### src/rtl/gray_seq_monitor.sv
// Gray-code count stream monitor: converts samples to binary, checks for legal
// up-count steps, and tracks lock, step errors, wraps and a saturating error count.
module gray_seq_monitor #(
  parameter int unsigned WIDTH     = 4,
  parameter int unsigned LOCK_N    = 3,
  parameter int unsigned ERR_CNT_W = 8
) (
  input  logic                 clk,
  input  logic                 rst,
  input  logic                 in_valid,
  input  logic [WIDTH-1:0]     gray_in,
  input  logic                 clr_err,
  output logic                 out_valid,
  output logic [WIDTH-1:0]     bin_out,
  output logic                 locked,
  output logic                 step_err,
  output logic                 wrap,
  output logic [ERR_CNT_W-1:0] err_count
);

  localparam int unsigned GCW = 4;
  localparam logic [GCW-1:0]       LOCK_TGT = GCW'(LOCK_N);
  localparam logic [WIDTH-1:0]     BIN_MAX  = '1;
  localparam logic [ERR_CNT_W-1:0] ERR_MAX  = '1;

  typedef enum logic [1:0] {SEARCH, LOCKING, LOCKED} state_t;

  state_t               state_q, state_d;
  logic [WIDTH-1:0]     prev_q, prev_d, nb, bin_d;
  logic [GCW-1:0]       gc_q, gc_d;
  logic [ERR_CNT_W-1:0] err_d;
  logic                 ov_d, serr_d, wrap_d, locked_d;
  logic                 is_rep, is_good;

  // Binary bit i is the XOR of Gray bits i..WIDTH-1
  always_comb begin
    nb = '0;
    for (int i = 0; i < WIDTH; i++) begin
      nb[i] = ^(gray_in >> i);
    end
  end

  assign is_rep  = (nb == prev_q);
  assign is_good = (nb == prev_q + WIDTH'(1));

  always_comb begin
    state_d  = state_q;
    prev_d   = prev_q;
    gc_d     = gc_q;
    bin_d    = bin_out;
    ov_d     = 1'b0;
    serr_d   = 1'b0;
    wrap_d   = 1'b0;
    if (in_valid) begin
      ov_d   = 1'b1;
      prev_d = nb;
      bin_d  = nb;
      case (state_q)
        SEARCH: begin
          state_d = LOCKING;
          gc_d    = '0;
        end
        LOCKING: begin
          wrap_d = is_good && (prev_q == BIN_MAX);
          if (is_good) begin
            gc_d = gc_q + GCW'(1);
            if (gc_q + GCW'(1) == LOCK_TGT) state_d = LOCKED;
          end else if (!is_rep) begin
            gc_d = '0;
          end
        end
        LOCKED: begin
          wrap_d = is_good && (prev_q == BIN_MAX);
          if (!is_good && !is_rep) begin
            serr_d  = 1'b1;
            gc_d    = '0;
            state_d = LOCKING;
          end
        end
        default: state_d = SEARCH;
      endcase
    end
    locked_d = (state_d == LOCKED);

    // Clear wins over hold, but an error in the same cycle still counts once
    err_d = err_count;
    if (clr_err) begin
      err_d = serr_d ? ERR_CNT_W'(1) : '0;
    end else if (serr_d && (err_count != ERR_MAX)) begin
      err_d = err_count + ERR_CNT_W'(1);
    end
  end

  always_ff @(posedge clk or negedge rst) begin
    if (!rst) begin
      state_q   <= SEARCH;
      prev_q    <= '0;
      gc_q      <= '0;
      bin_out   <= '0;
      out_valid <= 1'b0;
      locked    <= 1'b0;
      step_err  <= 1'b0;
      wrap      <= 1'b0;
      err_count <= '0;
    end else begin
      state_q   <= state_d;
      prev_q    <= prev_d;
      gc_q      <= gc_d;
      bin_out   <= bin_d;
      out_valid <= ov_d;
      locked    <= locked_d;
      step_err  <= serr_d;
      wrap      <= wrap_d;
      err_count <= err_d;
    end
  end

endmodule

### config.mk
export PLATFORM = sky130hd
export DESIGN_NAME = gray_seq_monitor
export DESIGN_NICKNAME = d
export VERILOG_FILES = /design/src/rtl/gray_seq_monitor.sv
export SDC_FILE = /design/constraint.sdc
export NUM_CORES = 1
export LEC_CHECK = 0
export CAP_MARGIN = 20
export CORE_MARGIN = 2
export CORE_UTILIZATION = 50
export CTS_CLUSTER_DIAMETER = 200
export CTS_CLUSTER_SIZE = 16
export DETAILED_ROUTE_END_ITERATION = 16
export GPL_ROUTABILITY_DRIVEN = 0
export PLACE_DENSITY_LB_ADDON = 0.3
export SLEW_MARGIN = 20
export SYNTH_ARGS = -nofsm -noshare
export SYNTH_HDL_FRONTEND = slang
export SYNTH_SLANG_ARGS = --single-unit
### constraint.sdc
create_clock -name clk -period 2.7 [get_ports clk]
set_input_delay 0.54 -clock clk [delete_from_list [all_inputs] [get_ports clk]]
set_output_delay 0.54 -clock clk [all_outputs]
set_load 0.005 [all_outputs]
* Yosys cells after proc, flatten, opt, wreduce, memory -nomap -nowiden
Cells that the tools add are included.
Widths: inputs -> output; s select.
** Storage, ports and cells
- Flip-flop bits (word level) :: 22
- Input bits :: 8
- Output and inout port bits :: 16
- Logic and storage cells :: 53
** Cells by class
- Add/sub/neg operators :: 3
- Equal/unequal tests :: 10
- Mux-type cells :: 18
- Reductions and logical operators :: 14
** Operators by type and width (count)
- $mux 8 :: 2
- $reduce_xor 4->1 :: 4
- $mux 4 :: 3
- $pmux 4 s3 :: 1
- $add 4x1->4 const B :: 2
- $add 8x1->8 const B :: 1
- $eq 4x4->1 :: 2
- $mux 2 :: 4
- $ne 8x8->1 const B :: 1
- $mux 1 :: 7
- $pmux 2 s3 :: 1
- $eq 2x2->1 const B :: 2
- $eq 4x2->1 const B :: 1
- $eq 4x4->1 const B :: 1
- $reduce_and 4->1 :: 1
- $logic_and 1x1->1 :: 3
- $ne 3x3->1 const B :: 1
- $reduce_bool 3->1 :: 1
- $eq 2x1->1 const B :: 1
- $logic_not 1->1 :: 2
- $logic_not 2->1 :: 1
- $ne 2x2->1 const B :: 1
- $reduce_bool 2->1 :: 1
- $reduce_or 2->1 :: 1

* Longest topological paths before layout
- Depth after elaboration :: 10
- Mapped depth :: 8
- Mapped depth without buffers :: 8

* Worst setup path after synthesis
OpenSTA, ideal clock, no wires.
- Path kind :: input port to flip-flop
- Start :: input gray_in[3]
- End :: register err_count[5]
- Data arrival time :: 2.545 ns
- Path slack :: 0.030 ns
- Stages on the path :: 8
- Buffers on the path :: 2
- Cells stage by stage :: buf_2 > xnor2_4 > xnor3_1 > a21boi_4 > or4_1 > buf_2 > nor3_1 > mux2_2
** Between the ends
- Word-level cells in the longest chain between the ends :: 9
- Elaborated cells between the ends (all ways) :: 14
** RTL lines
- start: declaration :: RTL line 11 : input logic [WIDTH-1:0] gray_in,
- $reduce_xor 4->1 :: RTL line 39 : nb[i] = ^(gray_in >> i);
- $eq 4x4->1 (on tied branches) :: RTL line 44, 43
- $logic_not 1->1 :: RTL line 74 : if (!is_good && !is_rep) begin
- $logic_and 1x1->1 * :: RTL line 74
- $mux 1 * :: RTL line 74
- $mux 1 * :: RTL line 58 : case (state_q)
- $mux 1 * :: RTL line 54 : if (in_valid) begin
- $logic_and 1x1->1 * :: RTL line 89 : end else if (serr_d && (err_count != ERR_MAX)) begin
- $reduce_bool 2->1 (no source line) *
- end signal: assignment :: RTL line 114 : err_count <= err_d;
- end: declaration :: RTL line 18 : output logic [ERR_CNT_W-1:0] err_count
Mark *: on every way between the ends. The rest lies on a longest branch, timed or not.
A chain may end at the register's enable or synchronous reset.

* Final worst setup path
Same ends and word-level chain as after synthesis.

==> results.tsv <==
metric	value	unit
grt_max_degree	23	
outcome	completed	
syn_nets	157	
fillers	241	
fin_tns_setup	0	ps
slowest_delay	520	ps
final_util	0.6560	
dp.final_hpwl	2196	um
cap_violations	0	
final_hold_viol_count	0	
clock_path_buffers	2	
netlist.area_leader.share	0.3929	
yosysWarnings	0	
crit_path_cell_trace	clkdlybuf4s50_1 > buf_4 > and3b_1 > o211ai_1 > a21boi_4 > or4_4 > nor3_1 > mux2_2	
synth-adder-area-share	0.07143	
post-route-period-util	0.9619	
final_cell_mix	dfrtp_1, clkdlybuf4s50_1, buf_4, nor2_1	
insertion_delay	310	ps
synth_top_flop_cell	dfrtp_1	
seq_area_frac_synth	0.3929	
root_buffer	clkbuf_4	
dpl_cell_area	1739	um^2
dr.pass1.iters	5	
cell_internal_pwr	562.5	uW
antenna_found_initial	0	
crit_family	simple AND/OR/NAND/NOR gates	
period_needed	2597	ps
p_switching	249.7	uW
grt_overflow	0	
hold_class	input pin to asynchronous set/reset pin	
synthArstFlopShare	1.000	
multi_input_area	814.5	um^2
slew-limit-headroom	0.7188	
crit_path_start_kind	input pin	
dieArea	3242	um^2
synth_simple_gate_area_frac	0.2000	
start_util	0.5171	
pwr-share-clk	0.228	
wire_per_inst	14.12	um
seqPwrFrac	0.463	
cts_sinks	22	
cp_slowest_cell	or4_4	
drt-initial-drc-count	17	
coreArea	2710	um^2
fp.dieW	56.94	um
drive_above_1_share	0.1657	
grt_pass1_wl	5326	um
nets	192	
seqCellArea	550.5	um^2
grt_usage	0.2051	
stdcell_area	1778	um^2
syn-cell-area	1401	um^2
finClkSkew	4.351	ps
vias	1161	
critPathMaxFanout	6	
synth_top_family_by_area	simple AND/OR/NAND/NOR gates	
cts_tree	yes	
rows	19	
drv_slew	0	
fmax	0.3850	GHz
yosys-mux-area-fraction	0.05446	
clkTransAtPathRegs	130	ps
synth-seq-cells	22	
avgSynthCellArea	9.939	um^2
synthCells	141	
drtAntennaViolNets	0	
p_comb_frac	0.309	
drt_drc_violations_left	0	
pre_cts_ws	-349.4	ps
antenna_cells	0	
io_buffers	23	
wl	2909	um
rsz0062_at_grt	yes	
arrival	2810	ps
switching_share	0.3074	
finalWorstSetupSlack	102.8	ps
critical_path_buf_inv_count	2	
setup_viol	0	
crit_type	input pin to flop	
worst_pin_slew	418.6	ps
synth-xor-area-share	0.08571	
peakVddDrop	0.3175	mV
htree_levels	1	
worstPathRequired	2910	ps
grt_pass1_vias	1228	
die_h	56.94	um
via_per_inst	5.636	
yosysTopAreaCell	dfrtp_1	
synth_area_leaders	dfrtp_1, ha_1, mux2_2	
p_per_area	456.8	nW/um^2
synth_cell_types	42	
syn_to_final_growth	26.88	%
synth_edf_count	0	
power_leakage	0.0007434	uW
synth_compound_gate_area_share	0.1670	
worst_setup_path_end_kind	flop	
ios	24	
numCtsBuffers	3	
[power by group through the flow]
| stage | logic (uW) | registers [uW] | clock network, uW |
|---|---|---|---|
| 3_3_place_gp | 238 | 380 | 0 |
| 3_5_place_dp | 250 | 382 | 0 |
| 4_1_cts | 251 | 375 | 192 |
| 5_1_grt | 280 | 381 | 205 |
| 6_report | 251 | 376 | 185 |
| 2_1_floorplan | 153 | 378 | 0 |
[worst reg2reg max path: stages, from the launching register on]
cell and delay [ps]:
dfrtp_1 440, ha_1 320, xnor2_1 150, or3_1 360
a211oi_2 310, buf_4 200, o211ai_1 110, a31oi_1 250
a31o_2 190
[stage by stage]
step / power [uW] / hold WS (ps) / cells
global route: 865.6 / 580.4 / 206
global placement: 618.1 / 549.9 / 202
floorplan: 531.1 / 244.4 / 141
finish: 812.2 / 555.2 / 206
CTS: 818.0 / 563.6 / 206
detailed placement: 631.7 / 573.2 / 202
[flip-flops by register name, summed over array words and instances, names as in the netlist]
name	flops
gc_q	4
locked	1
err_count	8
step_err	1
wrap	1
out_valid	1
state_q	2
prev_q	4
[per-layer routing]
layer | wire length (um) | global-route usage | up-vias
met5 | 0 | 0 | -
met4 | 37 | 0.05316 | 0
met3 | 101 | 0.03175 | 6
met2 | 1459 | 0.3695 | 26
met1 | 1311 | 0.2562 | 548
li1 | - | - | 581
[kinds of logic (layout without fill, tap and decap cells)]
logic type / Yosys count / in the layout
simple gates: 52 / 52
compound gates: 32 / 32
flops: 22 / 22
xor+xnor: 10 / 10
buf+inv: 10 / 44
fa+ha+maj: 8 / 8
mux: 7 / 7
[final cells by class]
type | count | share of cell area
sequential | 22 | 0.3096
clock buffer | 4 | 0.02041
timing repair buffer | 35 | 0.1795
inverter | 5 | 0.01056
tap | 31 | 0.02182
multi-input combinational | 109 | 0.4581
[synth_stat cells (all sizes together) (2+ instances only)]
| library cell | number |
|---|---|
| or3 | 5 |
| buf | 2 |
| a21bo | 2 |
| ha | 8 |
| o21ai | 5 |
| xnor2 | 7 |
| a31oi | 2 |
| nand4 | 2 |
| a21oi | 8 |
| o2bb2ai | 3 |
| mux2 | 5 |
| nor3b | 2 |
| nand3b | 2 |
| xor2 | 2 |
| dfrtp | 22 |
| nand2b | 3 |
| o211ai | 3 |
| nand3 | 8 |
| a211o | 2 |
| nor2b | 2 |
| nor3 | 3 |
| nand2 | 8 |
| clkbuf | 3 |
| mux2i | 2 |
| inv | 5 |
| nor2 | 10 |
[path summary, 6_finish.rpt]
path / startpoint / endpoint / slack [ps] / depth (start not counted)
worst max-delay path: gray_in[3] / err_count[5] / 100 / 8
worst min-delay path: rst / err_count[3] / 560 / 2
worst max register to register: prev_q[0] / locked / 310 / 8
worst min register to register: gc_q[3] / gc_q[3] / 600 / 1
max in group asynchronous: rst / step_err / 1920 / 2
min in group clk: gc_q[3] / gc_q[3] / 600 / 1
[repair_timing]
action                     4_1_cts  5_1_grt
hold buffers                     0        0
gates resized for setup          1        2
setup endpoints to repair        1        3
hold endpoints to repair         0        0
pin swaps                        0        1
buffers inserted                 0        0
Note: power is estimated with default switching activity, not from simulation.
